## config.mk

```make
export PLATFORM = sky130hd
export DESIGN_NAME = seq_divider
export DESIGN_NICKNAME = d
export VERILOG_FILES = /design/src/rtl/div_pkg.sv /design/src/rtl/div_step.sv /design/src/rtl/seq_divider.sv
export SDC_FILE = /design/constraint.sdc
export NUM_CORES = 1
export LEC_CHECK = 0
export CAP_MARGIN = 10
export CORE_MARGIN = 4
export CORE_UTILIZATION = 47
export CTS_CLUSTER_SIZE = 10
export DETAILED_ROUTE_END_ITERATION = 10
export PLACE_DENSITY = 0.8
export REMOVE_ABC_BUFFERS = 1
export SLEW_MARGIN = 0
export SYNTH_ARGS = -nofsm -noshare
export SYNTH_HDL_FRONTEND = slang
export SYNTH_HIERARCHICAL = 1
export SYNTH_SLANG_ARGS = --single-unit
```

## constraint.sdc

```tcl
create_clock -name clk_100MHz -period 5.35 [get_ports clk_100MHz]
set_clock_uncertainty 0.05 [all_clocks]
set_input_delay 1.07 -clock clk_100MHz [delete_from_list [all_inputs] [get_ports clk_100MHz]]
set_output_delay 1.07 -clock clk_100MHz [all_outputs]
set_load 0.03 [all_outputs]
```

## src/rtl/div_pkg.sv

```systemverilog
// rtl/div_pkg.sv - shared types and constants for the sequential divider
package div_pkg;

    localparam logic [1:0] ST_IDLE = 2'd0;
    localparam logic [1:0] ST_CALC = 2'd1;
    localparam logic [1:0] ST_FIX  = 2'd2;
    localparam logic [1:0] ST_DONE = 2'd3;

    typedef enum logic [1:0] {
        IDLE = ST_IDLE,
        CALC = ST_CALC,
        FIX  = ST_FIX,
        DONE = ST_DONE
    } state_t;

    // Wide enough for any practical N; callers slice the low N bits.
    localparam logic [63:0] DIV_ZERO_Q = '1;

    function automatic int cnt_width(input int n);
        return $clog2(n + 1);
    endfunction

endpackage

```

## src/rtl/div_step.sv

```systemverilog
// rtl/div_step.sv - one combinational non-restoring shift and add/subtract step
module div_step #(
    parameter int N = 8
) (
    input  logic [N:0]   p,
    input  logic [N-1:0] a,
    input  logic [N-1:0] v,
    output logic [N:0]   p_next,
    output logic [N-1:0] a_next,
    output logic         q_bit
);

    logic [N:0] p_sh;

    assign p_sh = {p[N-1:0], a[N-1]};

    // The sign of the partial remainder before the shift selects the operation.
    always_comb begin
        if (p[N]) begin
            p_next = p_sh + {1'b0, v};
        end else begin
            p_next = p_sh - {1'b0, v};
        end
    end

    assign q_bit  = ~p_next[N];
    assign a_next = {a[N-2:0], 1'b0};

endmodule

```

## src/rtl/seq_divider.sv

```systemverilog
// rtl/seq_divider.sv - iterative non-restoring divider; DIV_SIGNED_EN selects two's-complement operands
module seq_divider
    import div_pkg::*;
#(
    parameter int N = 8
) (
    input  logic         clk_100MHz,
    input  logic         rst_n,
    input  logic         start,
    input  logic [N-1:0] data_inD,
    input  logic [N-1:0] data_inV,
    output logic [N-1:0] quotient,
    output logic [N-1:0] remainder,
    output logic         busy,
    output logic         done,
    output logic         div_by_zero
);

    localparam int CNT_W = cnt_width(N);

    state_t             state;
    state_t             state_nx;
    logic [CNT_W-1:0]   cnt;
    logic [N:0]         p;
    logic [N-1:0]       a;
    logic [N-1:0]       v_mag;
    logic [N:0]         p_step;
    logic [N-1:0]       a_step;
    logic               q_bit;
    logic               zero_div;
    logic [N-1:0]       d_mag_in;
    logic [N-1:0]       v_mag_in;
    logic [N-1:0]       r_mag;
    logic [N-1:0]       q_res;
    logic [N-1:0]       r_res;

    assign zero_div = (data_inV == '0);

    // A negative partial remainder is restored once, after the last step.
    assign r_mag = p[N] ? (p[N-1:0] + v_mag) : p[N-1:0];

`ifdef DIV_SIGNED_EN
    logic d_neg;
    logic v_neg;

    assign d_mag_in = data_inD[N-1] ? -data_inD : data_inD;
    assign v_mag_in = data_inV[N-1] ? -data_inV : data_inV;
    assign q_res    = (d_neg ^ v_neg) ? -a : a;
    assign r_res    = d_neg ? -r_mag : r_mag;
`else
    assign d_mag_in = data_inD;
    assign v_mag_in = data_inV;
    assign q_res    = a;
    assign r_res    = r_mag;
`endif

    div_step #(.N(N)) u_step (
        .p      (p),
        .a      (a),
        .v      (v_mag),
        .p_next (p_step),
        .a_next (a_step),
        .q_bit  (q_bit)
    );

    always_ff @(posedge clk_100MHz or negedge rst_n) begin
        if (!rst_n) begin
            state <= IDLE;
        end else begin
            state <= state_nx;
        end
    end

    always_comb begin
        state_nx = state;
        busy     = 1'b0;
        done     = 1'b0;
        case (state)
            IDLE: begin
                if (start) begin
                    state_nx = zero_div ? DONE : CALC;
                end
            end
            CALC: begin
                busy = 1'b1;
                if (cnt == CNT_W'(1)) begin
                    state_nx = FIX;
                end
            end
            FIX: begin
                busy     = 1'b1;
                state_nx = DONE;
            end
            DONE: begin
                done     = 1'b1;
                state_nx = IDLE;
            end
            default: state_nx = IDLE;
        endcase
    end

    always_ff @(posedge clk_100MHz or negedge rst_n) begin
        if (!rst_n) begin
            cnt         <= '0;
            p           <= '0;
            a           <= '0;
            v_mag       <= '0;
            quotient    <= '0;
            remainder   <= '0;
            div_by_zero <= 1'b0;
`ifdef DIV_SIGNED_EN
            d_neg       <= 1'b0;
            v_neg       <= 1'b0;
`endif
        end else begin
            case (state)
                IDLE: begin
                    if (start && zero_div) begin
                        quotient    <= DIV_ZERO_Q[N-1:0];
                        remainder   <= data_inD;
                        div_by_zero <= 1'b1;
                    end else if (start) begin
                        p     <= '0;
                        a     <= d_mag_in;
                        v_mag <= v_mag_in;
                        cnt   <= CNT_W'(N);
`ifdef DIV_SIGNED_EN
                        d_neg <= data_inD[N-1];
                        v_neg <= data_inV[N-1];
`endif
                    end
                end
                CALC: begin
                    p   <= p_step;
                    a   <= a_step | {{(N-1){1'b0}}, q_bit};
                    cnt <= cnt - CNT_W'(1);
                end
                FIX: begin
                    quotient    <= q_res;
                    remainder   <= r_res;
                    div_by_zero <= 1'b0;
                end
                default: ;
            endcase
        end
    end

endmodule

```

==> results_dict.tcl <==
set metrics [dict create \
    status "finished, final reports clean" \
    tns_ns 0 \
    final.min_clock_period_ns 3.12 \
    antenna_found_initial 0 \
    track_usage_pct 17.1 \
    crit_fanout 6 \
    synthArstFlopShare_pct 100 \
    portBuffers 37 \
    cts_sinks 48 \
    cts_root_buf "clkbuf_8" \
    gp_congestion 0.859 \
    cts_hold_buffers 0 \
    die_area_sq_um 8390 \
    hp-class "flop to flop" \
    multi_input_area_sq_um 1840 \
    final_common_cell "dfrtp_1" \
    ioPinCount 38 \
    rsz0062_at_grt "false" \
    antenna_cells 0 \
    ys_types 58 \
    seq_area_frac_synth_pct 36.6 \
    synth_edf_count 0 \
    routed_wl_microns 6760 \
    rows 30 \
    ctsHtreeMaxLevel 2 \
    r2r_cells 12 \
    vdd_drop_max_v 0.000164 \
    power_w 0.00235 \
    ant_nets 0 \
    vias_per_cell 5.44 \
    grt_overflow 0 \
    drc 0 \
    grt_max_degree 49 \
    drv_slew 0 \
    cts.repair.resized 0 \
    fmax_mhz 321 \
    synth.ff_latch_count 48 \
    syn_inst 361 \
    fill_cells 592 \
    yosysTopAreaCell "dfrtp_1" \
    synth-warning-count 6 \
    finish.net_count 428 \
    synth.cell_area_sq_um 3280 \
    wl_per_cell_microns 14.0 \
    hold_violations 0 \
    drive_gt1_share_pct 5.45 \
    final-setup-viol-count 0 \
    cts-buffers-inserted 5 \
    vias 2619 \
    ys.flop_type "dfrtp_1" \
    die-width_microns 91.6 \
    whs_path_depth 2 \
    critPathKind "flop to flop" \
    tritoncts "done" \
    worstPathRequired_ns 5.48 \
    place_hpwl_microns 5150 \
    core_area_sq_um 6790 \
    final_cell_mix "dfrtp_1 (48), nand2_1 (39), clkdlybuf4s50_1 (36)" \
    clkTransAtPathRegs_ns 0.08 \
    startpoint_type "flop" \
    die_height_microns 91.6 \
    regArea_sq_um 1200 \
    first_global_vias 2533 \
    postCtsSetupRepairBufs 0 \
    drv_cap 0 \
    crit_path_end_kind "flop" \
    tightest_slew_ns 1.05 \
    area_delta_synth_final_pct 14.2 \
    cts_max_path_buffers 2 \
    period_share_pct 58.3 \
    start_util_pct 48.3 \
    cp_data_arrival_time_ns 3.24 \
    clkLatencyLatePin_ns 0.30 \
    maxSlewHeadroom_pct 30.1 \
    grt_pass1_wl_microns 11700 \
    synthTopCellsByArea "dfrtp_1 (37%), ha_1 (8.8%), nand2_1 (4.5%)" \
    synth.top_cell.area_share_pct 36.6 \
    syn_avg_cell_area_sq_um 9.10 \
    firstDrtPassIters 4 \
    power_density_nw_per_um2 628 \
    p_leak_nw 1.57 \
    first_iter_violations 164 \
]
## kinds of logic after synthesis
kind of cell / Yosys count / synth area share, %
AO/OA/AOI/OAI: 106 / 20.6
XOR/XNOR: 17 / 4.53
adder cells (fa/ha/maj): 25 / 9.98
buffers and inverters: 52 / 7.54
flip-flops: 48 / 36.6
multiplexers: 19 / 6.10
other: 1 / 0.114
AND/OR/NAND/NOR: 93 / 14.6
## critical path, cell delays in order (launching register included)
cell     delay (ns)
dfrtp_1        0.47
inv_1          0.09
ha_1           0.20
nor4b_2        0.26
a21oi_1        0.12
xor2_1         0.18
ha_1           0.23
or4_1          0.53
o22ai_2        0.17
xnor2_1        0.11
or3_1          0.40
o21ai_0        0.10
o21ai_1        0.08
## state kept, by name (all words and copies together), names as in the netlist
register     count
a                8
cnt              4
div_by_zero      1
p                9
quotient         8
remainder        8
state            2
v_mag            8
## synthesized netlist by cell type, types with 2 or more instances
library cell / count
ha_1: 23
mux2_1: 6
nor2_1: 22
o21ai_0: 18
nand2_1: 39
nand3_1: 7
a221o_1: 2
a31oi_1: 9
o211ai_1: 5
nor2b_4: 2
mux2i_1: 11
a21o_1: 2
dfrtp_1: 48
fa_1: 2
nor4_1: 2
xor2_1: 8
buf_2: 3
a211oi_1: 2
o21a_1: 3
clkbuf_1: 6
and2_1: 2
nor4_4: 2
mux2_2: 2
xnor2_1: 9
or3_1: 2
nor3_1: 3
inv_1: 30
a32o_1: 6
nor2b_1: 3
a21oi_1: 21
o21ai_1: 23
nand2b_1: 2
buf_4: 11
## metrics by stage
step	cells	util [%]	setup slack [ns]	area (sq um)	hold WS, ns
6_report	481	55.2	2.23	3750	0.472
5_1_grt	481	55.2	2.02	3750	0.506
4_1_cts	481	55.2	2.23	3750	0.476
3_5_place_dp	473	53.6	2.02	3640	0.457
3_3_place_gp	473	53.6	2.09	3640	0.447
2_1_floorplan	339	-	2.34	3150	0.422
## metal layers
layer	wire [microns]	GRT usage, %	vias up
met1	2970	21.2	1225
met5	0	0	-
met4	218	7.91	0
li1	-	-	1314
met3	237	3.56	19
met2	3330	28.4	61
## path summary, 6_finish.rpt
path	start	slack [ns]	end
max	v_mag[0]	2.23	a[0]
min	a[3]	0.47	a[3]
max reg2reg	v_mag[0]	2.23	a[0]
min reg2reg	a[3]	0.47	a[3]
max in group asynchronous	rst_n	3.71	v_mag[3]
min in group asynchronous	rst_n	0.90	quotient[3]
## layout make-up
cell class	instances	share of cell area, %
clock buffer	6	1.94
clock inverter	2	0.934
inverter	30	3.00
multi-input combinational	261	48.9
sequential	48	32.0
tap	96	3.20
timing repair buffer	38	9.94
## where the power goes
part           total (W)  switching [W]  internal (W)
Sequential      0.000661       0.000157      0.000504
Clock           0.000256       0.000117      0.000139
Combinational    0.00144       0.000811      0.000626
Power figures use the tool's default switching activity.
